File: src/rtl/seq_mult8_if.sv
// ----------------------------------------------------------------------------
// seq_mult8_if
// Start/done handshake bundle for the seq_mult8 sequential multiplier.
//   start    : request a multiply (master -> slave)
//   A, B     : 8-bit unsigned multiplicand / multiplier (master -> slave)
//   busy     : multiplier is iterating (slave -> master)
//   done     : one-cycle completion pulse (slave -> master)
//   P        : 16-bit product, held until the next completion (slave -> master)
// With SEQ_MULT8_ACC_EN defined the bundle also carries:
//   acc_clr  : on accept, 1 starts from zero, 0 accumulates onto P (master -> slave)
//   ovf      : sticky accumulate-overflow flag (slave -> master)
// ----------------------------------------------------------------------------
interface seq_mult8_if;
    logic        start;
    logic [7:0]  A;
    logic [7:0]  B;
    logic        busy;
    logic        done;
    logic [15:0] P;
`ifdef SEQ_MULT8_ACC_EN
    logic        acc_clr;
    logic        ovf;

    modport master (output start, output A, output B, output acc_clr,
                    input  busy,  input  done, input  P, input  ovf);
    modport slave  (input  start, input  A, input  B, input  acc_clr,
                    output busy,  output done, output P, output ovf);
`else
    modport master (output start, output A, output B,
                    input  busy,  input  done, input  P);
    modport slave  (input  start, input  A, input  B,
                    output busy,  output done, output P);
`endif
endinterface

File: src/rtl/seq_mult8.sv
// ----------------------------------------------------------------------------
// seq_mult8
// Sequential 8x8 unsigned shift-add multiplier with a 16-bit product. A single
// CLA16 carry-lookahead adder (defined below) performs one partial-product
// addition per clock, so a multiply takes at most 8 RUN steps plus one DONE
// cycle.
//
// Parameters:
//   SKIP_ZERO : 1 = leave RUN as soon as the remaining multiplier bits are all
//               zero; 0 = always run exactly 8 steps.
// Ports:
//   clk   : system clock, rising edge
//   rst_n : asynchronous active-low reset
//   bus   : seq_mult8_if.slave (start, A, B, busy, done, P [, acc_clr, ovf])
// Build option:
//   SEQ_MULT8_ACC_EN : multiply-accumulate mode. acc_clr selects whether a new
//                      multiply starts from 0 or from the previous P; ovf is a
//                      sticky flag set by any adder carry-out. P wraps mod 2^16.
// ----------------------------------------------------------------------------

// 16-bit carry-lookahead adder: four 4-bit lookahead groups joined by a second
// lookahead level over the group generate/propagate terms.
module cla16 (
    input  logic [15:0] i_x,
    input  logic [15:0] i_y,
    input  logic        i_cin,
    output logic [15:0] o_s,
    output logic        o_co
);
    // Flattened 4-bit lookahead: carry out of each bit position given c0.
    function automatic logic [3:0] cla4_carry(input logic [3:0] g,
                                              input logic [3:0] p,
                                              input logic       c0);
        logic [3:0] c;
        c[0] = g[0] | (p[0] & c0);
        c[1] = g[1] | (p[1] & g[0]) | (p[1] & p[0] & c0);
        c[2] = g[2] | (p[2] & g[1]) | (p[2] & p[1] & g[0]) | (p[2] & p[1] & p[0] & c0);
        c[3] = g[3] | (p[3] & g[2]) | (p[3] & p[2] & g[1]) | (p[3] & p[2] & p[1] & g[0])
             | (p[3] & p[2] & p[1] & p[0] & c0);
        return c;
    endfunction

    logic [15:0] w_g;
    logic [15:0] w_p;

    assign w_g = i_x & i_y;
    assign w_p = i_x ^ i_y;

    // Group terms, second-level group carries, then per-bit carries and sum.
    always_comb begin
        logic [3:0]  gg;
        logic [3:0]  gp;
        logic [3:0]  gc;
        logic [3:0]  t;
        logic [4:0]  cv;
        logic [15:0] c;
        gg = 4'h0;
        gp = 4'h0;
        t  = 4'h0;
        c  = 16'h0000;
        for (int k = 0; k < 4; k++) begin
            // A group's generate is its carry-out with no carry in.
            t     = cla4_carry(w_g[4*k +: 4], w_p[4*k +: 4], 1'b0);
            gg[k] = t[3];
            gp[k] = &w_p[4*k +: 4];
        end
        gc = cla4_carry(gg, gp, i_cin);
        cv = {gc, i_cin};
        for (int k = 0; k < 4; k++) begin
            t            = cla4_carry(w_g[4*k +: 4], w_p[4*k +: 4], cv[k]);
            c[4*k +: 4]  = {t[2:0], cv[k]};
        end
        o_s  = w_p ^ c;
        o_co = gc[3];
    end
endmodule

module seq_mult8 #(
    parameter int SKIP_ZERO = 1
) (
    input  logic       clk,
    input  logic       rst_n,
    seq_mult8_if.slave bus
);
    typedef enum logic [1:0] {
        ST_IDLE = 2'd0,
        ST_RUN  = 2'd1,
        ST_DONE = 2'd2
    } state_t;

    state_t      r_state;
    logic [15:0] r_mcand;
    logic [7:0]  r_mplier;
    logic [15:0] r_acc;
    logic [2:0]  r_cnt;
    logic        r_busy;
    logic        r_done;
    logic [15:0] r_p;
`ifdef SEQ_MULT8_ACC_EN
    logic        r_ovf;
`endif

    logic [15:0] w_y;
    logic [15:0] w_sum;
    logic        w_co;
    logic        w_skip;
    logic        w_exit;

    // Partial product for this step: the shifted multiplicand when the current
    // multiplier bit is set.
    assign w_y    = r_mplier[0] ? r_mcand : 16'h0000;
    assign w_skip = (SKIP_ZERO != 0);
    // Last step: eighth iteration, or (early-exit build) nothing left to add
    // after this step.
    assign w_exit = (r_cnt == 3'd7) || (w_skip && (r_mplier[7:1] == 7'd0));

    cla16 u_cla16 (
        .i_x   (r_acc),
        .i_y   (w_y),
        .i_cin (1'b0),
        .o_s   (w_sum),
        .o_co  (w_co)
    );

`ifndef SEQ_MULT8_ACC_EN
    // An 8x8 product always fits in 16 bits, so the carry-out cannot fire here.
    logic w_unused_co;
    assign w_unused_co = w_co;
`endif

    // Control FSM and datapath registers, including the registered outputs.
    always_ff @(posedge clk or negedge rst_n) begin
        if (!rst_n) begin
            r_state  <= ST_IDLE;
            r_mcand  <= 16'h0000;
            r_mplier <= 8'h00;
            r_acc    <= 16'h0000;
            r_cnt    <= 3'd0;
            r_busy   <= 1'b0;
            r_done   <= 1'b0;
            r_p      <= 16'h0000;
`ifdef SEQ_MULT8_ACC_EN
            r_ovf    <= 1'b0;
`endif
        end else begin
            case (r_state)
                ST_IDLE, ST_DONE: begin
                    // done is a single-cycle pulse out of DONE.
                    r_done <= 1'b0;
                    if (bus.start) begin
                        r_mcand  <= {8'h00, bus.A};
                        r_mplier <= bus.B;
`ifdef SEQ_MULT8_ACC_EN
                        r_acc    <= bus.acc_clr ? 16'h0000 : r_p;
                        if (bus.acc_clr) begin
                            r_ovf <= 1'b0;
                        end
`else
                        r_acc    <= 16'h0000;
`endif
                        r_cnt    <= 3'd0;
                        r_busy   <= 1'b1;
                        r_state  <= ST_RUN;
                    end else begin
                        r_busy   <= 1'b0;
                        r_state  <= ST_IDLE;
                    end
                end
                ST_RUN: begin
                    // start is ignored here; A/B were captured on accept.
                    r_acc    <= w_sum;
                    r_mcand  <= {r_mcand[14:0], 1'b0};
                    r_mplier <= {1'b0, r_mplier[7:1]};
                    r_cnt    <= r_cnt + 3'd1;
`ifdef SEQ_MULT8_ACC_EN
                    if (w_co) begin
                        r_ovf <= 1'b1;
                    end
`endif
                    if (w_exit) begin
                        r_p     <= w_sum;
                        r_busy  <= 1'b0;
                        r_done  <= 1'b1;
                        r_state <= ST_DONE;
                    end
                end
                default: begin
                    r_busy  <= 1'b0;
                    r_done  <= 1'b0;
                    r_state <= ST_IDLE;
                end
            endcase
        end
    end

    assign bus.busy = r_busy;
    assign bus.done = r_done;
    assign bus.P    = r_p;
`ifdef SEQ_MULT8_ACC_EN
    assign bus.ovf  = r_ovf;
`endif

endmodule

File: src/flat_wrapper.sv
// flat-port wrapper written by rule: the top's interface ports become plain ports
module seq_mult8_flat 
#(
    parameter int SKIP_ZERO = 1
)
  (clk, rst_n, bus_start, bus_A, bus_B, bus_busy, bus_done, bus_P);
  seq_mult8_if bus_i ();
  input  logic clk;
  input  logic rst_n;
  input wire logic [$bits(bus_i.start)-1:0] bus_start;
  input wire logic [$bits(bus_i.A)-1:0] bus_A;
  input wire logic [$bits(bus_i.B)-1:0] bus_B;
  output wire logic [$bits(bus_i.busy)-1:0] bus_busy;
  output wire logic [$bits(bus_i.done)-1:0] bus_done;
  output wire logic [$bits(bus_i.P)-1:0] bus_P;
  assign bus_i.start = bus_start;
  assign bus_i.A = bus_A;
  assign bus_i.B = bus_B;
  assign bus_busy = bus_i.busy;
  assign bus_done = bus_i.done;
  assign bus_P = bus_i.P;
  seq_mult8 #(.SKIP_ZERO(SKIP_ZERO)) u_core (.clk(clk), .rst_n(rst_n), .bus(bus_i));
endmodule
File: config.mk
export PLATFORM = sky130hd
export DESIGN_NAME = seq_mult8_flat
export DESIGN_NICKNAME = d
export VERILOG_FILES = /design/src/rtl/seq_mult8_if.sv /design/src/rtl/seq_mult8.sv /design/src/flat_wrapper.sv
export SDC_FILE = /design/constraint.sdc
export NUM_CORES = 1
export LEC_CHECK = 0
export ABC_AREA = 1
export CORE_ASPECT_RATIO = 0.5
export CORE_MARGIN = 8
export CORE_UTILIZATION = 56
export DETAILED_ROUTE_END_ITERATION = 8
export GPL_ROUTABILITY_DRIVEN = 0
export HOLD_SLACK_MARGIN = 0.15
export PLACE_DENSITY = 0.77
export SLEW_MARGIN = 10
export SYNTH_ARGS = -nofsm -noshare
export SYNTH_HDL_FRONTEND = slang
export SYNTH_SLANG_ARGS = --single-unit
File: constraint.sdc
create_clock -name clk -period 3 [get_ports clk]
set_input_delay 0.6 -clock clk [delete_from_list [all_inputs] [get_ports clk]]
set_output_delay 0.6 -clock clk [all_outputs]
set_load 0.03 [all_outputs]
==> results.py, run 1 <==
metrics = {
    "sta": {
        "fmax_mhz": 390.8,
        "setup_slack_ns": 0.4411,
        "finalCritPeriodShare_pct": 85.30,
        "finalMaxSlewViolations": 0,
        "worst_pin_slew_ns": 0.7793,
        "fin_tns_setup_ns": 0,
        "fin_crit_ns": 2.559,
        "finalHoldViolCount": 0,
        "finClkSkew_ns": 0.005613,
        "slew_headroom_pct": 48.05,
        "rsz0062_at_grt": "false",
        "setup_viol": 0,
    },
    "yosys": {
        "postSynthAreaPerCell_um2": 8.679,
        "yosysSeqAreaShare_pct": 47.42,
        "synth_warnings": 0,
        "synth_top_cell_area_share_pct": 47.42,
        "synth_most_common_cell": "nand2_1",
        "async_flop_share_pct": 100.0,
        "synth_seq_cells": 62,
        "synth_flop_cell": "dfrtp_1",
        "syn-cell-area_um2": 3272,
        "yosysUniqueCellTypes": 32,
        "syn_inst": 377,
        "synth_common_cells": "nand2_1 (91), dfrtp_1 (62), inv_1 (57)",
        "synthTopCellsByArea": "dfrtp_1 (47%), nand2_1 (10%), inv_1 (6.5%)",
        "synthesis.nets": 417,
        "synth_edf_count": 0,
        "synth_largest_area_cell": "dfrtp_1",
    },
    "floorplanning": {
        "die_x_um": 124.1,
        "die_area_um2": 8693,
        "rows": 19,
        "initial_core_util_pct": 58.82,
        "fp.coreArea_um2": 5563,
        "die_y_um": 70.05,
        "io_pins": 37,
    },
    "clocking": {
        "clock_path_buffers": 2,
        "numCtsBuffers": 9,
        "cts_setup_buffers": 0,
        "cts_root_buf": "clkbuf_16",
        "clock_sinks": 62,
        "clk_pin_slew_ns": 0.05,
        "cts_resized": 0,
        "cts_hold_buf": 0,
        "worstSkewPairLatency_ns": 0.33,
        "h-tree-depth": 3,
        "cts_tree": "built",
    },
    "finish": {
        "fillers": 428,
        "finalNetCount": 454,
        "drive_above_1_share_pct": 11.93,
        "antennaDiodeCount": 0,
        "syn_to_final_growth_pct": 20.92,
    },
    "grt": {
        "antenna_found_initial": 0,
        "grt_pass1_vias": 2771,
        "overflow": 0,
        "grt_max_degree": 63,
        "grt_pass1_wl_um": 12500,
        "grt_usage_pct": 18.14,
    },
    "worst_setup_path": {
        "r2r.worst_path.cells": 12,
        "path_cells": "nand2_1 > inv_1 > ha_1 > or2_0 > nand2_1 > nand2_2 > nand2_1 > nand2_1 > fa_1 > xor2_1 > inv_1 > o21ai_0",
        "crit_path_end_kind": "flip-flop",
        "cp_slowest_cell": "dfrtp_1",
        "slowest_delay_ns": 0.66,
        "critical_path_depth": 12,
        "reg2reg_slack_ns": 0.44,
        "worstReg2RegStart": "u_core.r_mplier[0]$_DFFE_PN0P_",
        "cp.required_ns": 3.19,
        "critical_path_class": "reg -> reg",
        "worstSetupStartpointType": "flip-flop",
        "crit_fanout": 17,
        "crit_family": "adder cells",
        "cpMostUsedCell": "nand2_1",
        "worstPathArrival_ns": 2.75,
        "path_buf_inv": 2,
        "reg2reg_to": "u_core.r_acc[9]$_DFFE_PN0P_",
    },
    "route": {
        "avgViaCountPerCell": 5.299,
        "drtAntennaViolNets": 0,
        "vias": 2607,
        "drc": 0,
        "wire_per_inst_um": 14.62,
        "wl_um": 7195,
        "drt-pass1-iter-count": 4,
        "drtIter0Drc": 164,
    },
    "outcome": {
        "outcome": "completed",
    },
    "worst_hold_path": {
        "hp-class": "in -> async",
    },
    "run": {
        "drv_cap": 0,
    },
    "placement": {
        "io_buffers": 36,
        "post-dp-hpwl_um": 4856,
        "place_ws_ns": 0.4830,
    },
    "power": {
        "p_per_area_nw_per_um2": 1280,
        "p_leak_nw": 2.099,
        "vdd_drop_max_uv": 596.1,
    },
}
## worst register-to-register path: stages (launching register included)
cell	delay [ns]
dfrtp_1	0.66
nand2_1	0.09
inv_1	0.09
ha_1	0.26
or2_0	0.22
nand2_1	0.08
nand2_2	0.09
nand2_1	0.07
nand2_1	0.10
fa_1	0.42
xor2_1	0.17
inv_1	0.10
o21ai_0	0.08
## flip-flops by register name (all words and copies together), names as in the netlist
signal           flops
u_core.r_mplier      8
u_core.r_mcand      16
u_core.r_acc        16
u_core.bus.busy      1
u_core.bus.P        16
u_core.r_state       2
u_core.r_cnt         3
## power breakdown
group	total, mW	internal [mW]	switching, mW
clock	0.998	0.640	0.358
combinational	2.58	0.957	1.63
sequential	1.48	1.23	0.250
## cells in the final DEF, fill, tap and decap left out, drive strengths merged, types with 3 or more instances in the layout
cell | Yosys | layout
nand3 | 20 | 20
nor2 | 31 | 31
fa | 4 | 4
xor2 | 5 | 5
nand2 | 98 | 98
a21oi | 5 | 5
ha | 17 | 17
o22ai | 10 | 10
inv | 66 | 66
a22o | 3 | 3
a221oi | 12 | 12
buf | 8 | 4
clkbuf | 5 | 12
dfrtp | 62 | 62
clkdlybuf4s50 | 0 | 35
o21ai | 23 | 23
## layer usage
metal / routed length (um) / GRT usage, % / up-vias
li1: - / - / 1274
met1: 3227 / 21.32 / 1256
met2: 3443 / 29.36 / 60
met3: 393 / 6.496 / 17
met4: 131 / 7.592 / 0
met5: 0 / 0 / -
## logic make-up (layout without fill, tap and decap cells)
kind of cell	after synthesis	in the layout	share of synthesized area [%]
simple gates	154	154	20.04
xor+xnor	7	7	1.874
compound gates	54	54	11.97
buf+inv	79	121	9.752
fa+ha+maj	21	21	8.948
flops	62	62	47.42
## worst max-delay path by stage
stage	start	endpoint	slack, ns
after floorplan	u_core.r_mplier[0]$_DFFE_PN0P_	u_core.r_acc[13]$_DFFE_PN0P_	0.57
after global placement	u_core.r_mplier[0]$_DFFE_PN0P_	u_core.r_acc[13]$_DFFE_PN0P_	0.56
after detailed placement	u_core.r_mplier[0]$_DFFE_PN0P_	u_core.r_acc[13]$_DFFE_PN0P_	0.48
after CTS	u_core.r_mplier[0]$_DFFE_PN0P_	u_core.r_acc[9]$_DFFE_PN0P_	0.45
after global routing	u_core.r_mplier[0]$_DFFE_PN0P_	u_core.r_acc[13]$_DFFE_PN0P_	0.18
final	u_core.r_mplier[0]$_DFFE_PN0P_	u_core.r_acc[9]$_DFFE_PN0P_	0.44
## cell type report
type | instances | area, um^2 | share of cell area [%]
inverter | 66 | 250.2 | 6.325
tap | 73 | 91.34 | 2.309
multi-input combinational | 236 | 1401 | 35.42
sequential | 62 | 1551 | 39.22
timing repair buffer | 39 | 377.9 | 9.551
clock inverter | 4 | 47.55 | 1.202
clock buffer | 12 | 236.5 | 5.977
## per-stage QoR
step                instances  hold WS [ns]  util [%]  cell area (um^2)  power [mW]
floorplan                 377        0.3044         -              3272       3.376
global placement          476        0.4587     66.01              3672       3.896
detailed placement        476        0.4663     66.01              3672       4.031
CTS                       492        0.4626     71.12              3956       5.085
global route              492        0.4913     71.12              3956       5.491
finish                    492        0.4261     71.12              3956       5.065
No activity file was read; power rests on OpenSTA's default activity.
==> run 2, diff against run 1 <==
--- a/config.mk
+++ b/config.mk
@@ -12,6 +12,7 @@
 export DETAILED_ROUTE_END_ITERATION = 8
 export GPL_ROUTABILITY_DRIVEN = 0
 export HOLD_SLACK_MARGIN = 0.15
+export MAX_ROUTING_LAYER = met4
 export PLACE_DENSITY = 0.77
 export SLEW_MARGIN = 10
 export SYNTH_ARGS = -nofsm -noshare
==> run 2 against run 1 <==
Compared with the run above:
- critical path depth unchanged
- wire length up 0.22%
- clock skew barely moved
- final area unchanged
- sequential power about the same
- clock-buffer cell count is the same
- clock power barely moved
- cell count unchanged
- sequential share of layout area is the same
- via count decreased by 0.58%
- combinational power about the same
- largest cell class unchanged
- largest power group unchanged
- highest routed layer unchanged
==> results.py, run 2 (same netlist as run 1, synthesis figures left out) <==
metrics = {
    "clocking": {
        "cts_hold_buf": 0,
        "clk_pin_slew_ns": 0.05,
        "cts_root_buf": "clkbuf_16",
        "clock_sinks": 62,
        "worstSkewPairLatency_ns": 0.33,
        "cts_tree": "built",
        "clock_path_buffers": 2,
        "cts_resized": 0,
        "h-tree-depth": 3,
        "cts_setup_buffers": 0,
        "numCtsBuffers": 9,
    },
    "grt": {
        "grt_pass1_wl_um": 12500,
        "grt_max_degree": 63,
        "grt_pass1_vias": 2766,
        "antenna_found_initial": 0,
        "grt_usage_pct": 18.70,
        "overflow": 0,
    },
    "floorplanning": {
        "fp.coreArea_um2": 5563,
        "die_area_um2": 8693,
        "die_x_um": 124.1,
        "die_y_um": 70.05,
        "io_pins": 37,
        "initial_core_util_pct": 58.82,
        "rows": 19,
    },
    "finish": {
        "antennaDiodeCount": 0,
        "syn_to_final_growth_pct": 20.92,
        "final_cell_mix": "nand2_1 (91), dfrtp_1 (62), inv_1 (57)",
        "drive_above_1_share_pct": 11.93,
        "layout_commonest_cell": "nand2_1",
        "finalNetCount": 454,
    },
    "worst_setup_path": {
        "critical_path_class": "reg -> reg",
        "cp.required_ns": 3.19,
        "crit_path_end_kind": "flip-flop",
        "worstSetupStartpointType": "flip-flop",
        "crit_fanout": 17,
        "worstPathArrival_ns": 2.75,
    },
    "sta": {
        "finalMaxSlewViolations": 0,
        "finClkSkew_ns": 0.005763,
        "finalCritPeriodShare_pct": 85.29,
        "setup_slack_ns": 0.4413,
        "setup_viol": 0,
        "worst_pin_slew_ns": 0.7783,
        "fin_tns_setup_ns": 0,
        "slew_headroom_pct": 48.11,
        "fin_crit_ns": 2.559,
        "finalHoldViolCount": 0,
        "fmax_mhz": 390.8,
        "rsz0062_at_grt": "false",
    },
    "power": {
        "pwr-share-comb_pct": 51.0,
        "clkPwrFrac_pct": 19.7,
        "share_seq_of_total_power_pct": 29.3,
        "p_per_area_nw_per_um2": 1280,
        "power.net_switching_mw": 2.234,
        "p_leak_nw": 2.099,
        "internal_power_mw": 2.830,
        "swShare_pct": 44.12,
        "vdd_drop_max_uv": 596.1,
    },
    "run": {
        "drv_cap": 0,
    },
    "route": {
        "drtIter0Drc": 163,
        "avgViaCountPerCell": 5.268,
        "wl_um": 7211,
        "drc": 0,
        "drt-pass1-iter-count": 5,
        "vias": 2592,
        "drtAntennaViolNets": 0,
        "wire_per_inst_um": 14.66,
    },
    "placement": {
        "place_ws_ns": 0.4830,
        "post-dp-hpwl_um": 4856,
        "io_buffers": 36,
    },
    "worst_hold_path": {
        "hp-class": "in -> async",
    },
    "outcome": {
        "outcome": "completed",
    },
}
==> run 2: cell counts in the layout (fill, tap and decap cells not counted) <==
No cell type changed its count.
==> run 2: path summary, 6_finish.rpt <==
| path | startpoint | to | slack, ns | cells after the start |
|---|---|---|---|---|
| worst max-delay path | u_core.r_mplier[0]$_DFFE_PN0P_ | u_core.r_acc[9]$_DFFE_PN0P_ | 0.44 | 12 |
| worst min-delay path | rst_n | u_core.bus.P[2]$_DFFE_PN0P_ | 0.43 | 2 |
| worst max register to register | u_core.r_mplier[0]$_DFFE_PN0P_ | u_core.r_acc[9]$_DFFE_PN0P_ | 0.44 | 12 |
| worst min register to register | u_core.bus.P[10]$_DFFE_PN0P_ | u_core.bus.P[10]$_DFFE_PN0P_ | 0.47 | 2 |
| max in group asynchronous | rst_n | u_core.r_mcand[14]$_DFFE_PN0P_ | 2.05 | 2 |
| min in group clk | u_core.bus.P[10]$_DFFE_PN0P_ | u_core.bus.P[10]$_DFFE_PN0P_ | 0.47 | 2 |
==> run 2: stage by stage <==
stage          area, um^2  power [mW]  std cells  hold WS (ns)  utilization (%)
6_report             3956       5.064        492        0.4261            71.12
3_3_place_gp         3672       3.896        476        0.4587            66.01
2_1_floorplan        3272       3.376        377        0.3044                -
3_5_place_dp         3672       4.031        476        0.4663            66.01
4_1_cts              3956       5.085        492        0.4626            71.12
5_1_grt              3956       5.494        492        0.4913            71.12
==> run 2: layout make-up <==
type                    count  area [um^2]
clock buffers              12        236.5
clock inverters             4        47.55
fillers                   428         1607
inverters                  66        250.2
multi-input cells         236         1401
flip-flops and latches     62         1551
well taps                  73        91.34
repair buffers             39        377.9
==> run 2: metal layers <==
layer,track usage [%],vias up,part of all wire (%),wire [um]
li1,-,1274,-,-
met1,21.47,1239,45,3218
met2,29.36,64,48,3494
met3,6.977,15,5.3,379
met4,6.806,0,1.7,119
met5,-,-,0,0
==> run 2: critical path, stage by stage, from the launching register on <==
cell and delay [ns]:
dfrtp_1 0.66, nand2_1 0.09, inv_1 0.09, ha_1 0.26, or2_0 0.22, nand2_1 0.08
nand2_2 0.09, nand2_1 0.07, nand2_1 0.10, fa_1 0.41, xor2_1 0.17, inv_1 0.10
o21ai_0 0.08
==> run 2: power groups by stage <==
stage	sequential (mW)	combinational [mW]	clock [mW]
2_1_floorplan	1.60	1.77	0
3_3_place_gp	1.47	2.43	0
3_5_place_dp	1.48	2.55	0
4_1_cts	1.48	2.59	1.01
5_1_grt	1.53	2.91	1.05
6_report	1.48	2.58	0.999
==> run 3, diff against run 2 <==
--- a/config.mk
+++ b/config.mk
@@ -14,6 +14,7 @@
 export HOLD_SLACK_MARGIN = 0.15
 export MAX_ROUTING_LAYER = met4
 export PLACE_DENSITY = 0.77
+export RECOVER_POWER = 100
 export SLEW_MARGIN = 10
 export SYNTH_ARGS = -nofsm -noshare
 export SYNTH_HDL_FRONTEND = slang
==> run 3 against run 2 <==
Compared with the run above:
- the run now ends with capacitance limit, slew limit left
- combinational power shrank 5%
- sequential power about the same
- via count unchanged
- total power down 2.9%
- cell count did not move
- fmax decreased by 2.8%
- clock-buffer cell count is the same
- clock power is 0.4% lower
- sequential share of layout area rose by 0.54 points
- critical path type unchanged
- largest cell class unchanged
==> results.py, run 3 (same netlist as run 1, synthesis figures left out) <==
metrics = {
    "route": {
        "drc": 0,
        "avgViaCountPerCell": 5.268,
        "wl_um": 7177,
        "drtIter0Drc": 188,
        "wire_per_inst_um": 14.59,
        "drt-pass1-iter-count": 4,
        "vias": 2592,
        "drtAntennaViolNets": 0,
    },
    "sta": {
        "finalMaxSlewViolations": 63,
        "fmax_mhz": 380.0,
        "finalCritPeriodShare_pct": 87.72,
        "worst_pin_slew_ns": 1.511,
        "fin_crit_ns": 2.632,
        "finalHoldViolCount": 0,
        "slew_headroom_pct": -0.7050,
        "rsz0062_at_grt": "false",
        "setup_slack_ns": 0.3683,
        "fin_tns_setup_ns": 0,
        "setup_viol": 0,
        "finClkSkew_ns": 0.007626,
        "fin_hold_ws_ns": 0.4686,
    },
    "finish": {
        "final_area_um2": 3902,
        "finalNetCount": 454,
        "antennaDiodeCount": 0,
        "syn_to_final_growth_pct": 19.27,
        "final_cell_mix": "nand2_1 (93), dfrtp_1 (62), inv_1 (60)",
        "drive_above_1_share_pct": 8.353,
        "fin_util_pct": 70.15,
        "instances_no_fill": 492,
        "fillers": 443,
        "layout_commonest_cell": "nand2_1",
    },
    "clocking": {
        "clock_path_buffers": 2,
        "cts_root_buf": "clkbuf_16",
        "cts_setup_buffers": 0,
        "worstSkewPairLatency_ns": 0.33,
        "h-tree-depth": 3,
        "cts_tree": "built",
        "clock_sinks": 62,
        "clk_pin_slew_ns": 0.05,
        "cts_resized": 0,
        "numCtsBuffers": 9,
        "cts_hold_buf": 0,
    },
    "worst_setup_path": {
        "worstSetupStartpointType": "flip-flop",
        "crit_fanout": 17,
        "cp.required_ns": 3.17,
        "critical_path_class": "reg -> reg",
        "r2r.worst_path.cells": 12,
        "worstPathArrival_ns": 2.81,
        "crit_path_end_kind": "flip-flop",
    },
    "outcome": {
        "outcome": "complete, but fails checks",
        "failed_checks": "capacitance limit, slew limit",
    },
    "placement": {
        "io_buffers": 36,
        "place_ws_ns": 0.4830,
        "post-dp-hpwl_um": 4856,
        "dp_cells": 476,
        "place_area_um2": 3672,
    },
    "power": {
        "p_leak_nw": 2.125,
        "p_per_area_nw_per_um2": 1261,
        "total_power_mw": 4.919,
        "vdd_drop_max_uv": 580.4,
    },
    "grt": {
        "grt_usage_pct": 18.70,
        "antenna_found_initial": 0,
        "grt_pass1_wl_um": 12500,
        "overflow": 0,
        "grt_max_degree": 63,
        "grt_pass1_vias": 2766,
    },
    "floorplanning": {
        "initial_core_util_pct": 58.82,
        "die_x_um": 124.1,
        "fp.coreArea_um2": 5563,
        "die_y_um": 70.05,
        "rows": 19,
        "io_pins": 37,
        "die_area_um2": 8693,
    },
    "worst_hold_path": {
        "hold_depth": 2,
        "hp-class": "reg -> reg",
    },
    "run": {
        "drv_cap": 1,
    },
}
[run 3: cell types whose count changed in the layout (fill, tap and decap cells not counted), moves of 3 or more]
cell,change
inv_1,+3
nor2_1,+3
dlygate4sd3_1,+18
o21ai_2,-5
clkdlybuf4s50_1,-18
o21ai_0,+7
[run 3: path summary, 6_finish.rpt]
check	slack [ns]	endpoint	startpoint
setup / recovery	0.37	u_core.r_acc[9]$_DFFE_PN0P_	u_core.r_mplier[0]$_DFFE_PN0P_
hold / removal	0.47	u_core.bus.P[10]$_DFFE_PN0P_	u_core.bus.P[10]$_DFFE_PN0P_
setup reg to reg	0.37	u_core.r_acc[9]$_DFFE_PN0P_	u_core.r_mplier[0]$_DFFE_PN0P_
hold reg to reg	0.47	u_core.bus.P[10]$_DFFE_PN0P_	u_core.bus.P[10]$_DFFE_PN0P_
max in group asynchronous	1.37	u_core.bus.P[11]$_DFFE_PN0P_	rst_n
min in group asynchronous	0.71	u_core.bus.P[2]$_DFFE_PN0P_	rst_n
[run 3: cell type report]
cell class              count  area, um^2  share of cell area, %
flip-flops and latches     62        1551                  39.76
multi-input cells         236        1353                  34.66
inverters                  66       247.7                  6.348
clock buffers              12       236.5                  6.060
clock inverters             4       47.55                  1.218
repair buffers             39       375.4                  9.618
well taps                  73       91.34                  2.340
[run 3: power by group]
group	total, mW	switching, mW	internal (mW)
Clock	0.995	0.356	0.640
Sequential	1.48	0.245	1.23
Combinational	2.45	1.56	0.888
[run 3: routing by layer]
layer / routed length [um] / vias to the layer above / global-route usage, %
met4: 110 / 0 / 6.806
met2: 3510 / 64 / 29.36
li1: - / 1276 / -
met3: 376 / 16 / 6.977
met5: 0 / - / -
met1: 3179 / 1236 / 21.47
[run 3: worst max-delay path: stages, from the launching register on]
cell     delay (ns)
dfrtp_1        0.66
nand2_1        0.09
inv_1          0.09
ha_1           0.26
or2_0          0.22
nand2_1        0.07
nand2_1        0.13
nand2_1        0.09
nand2_1        0.10
fa_1           0.41
xor2_1         0.17
inv_1          0.10
o21ai_0        0.08
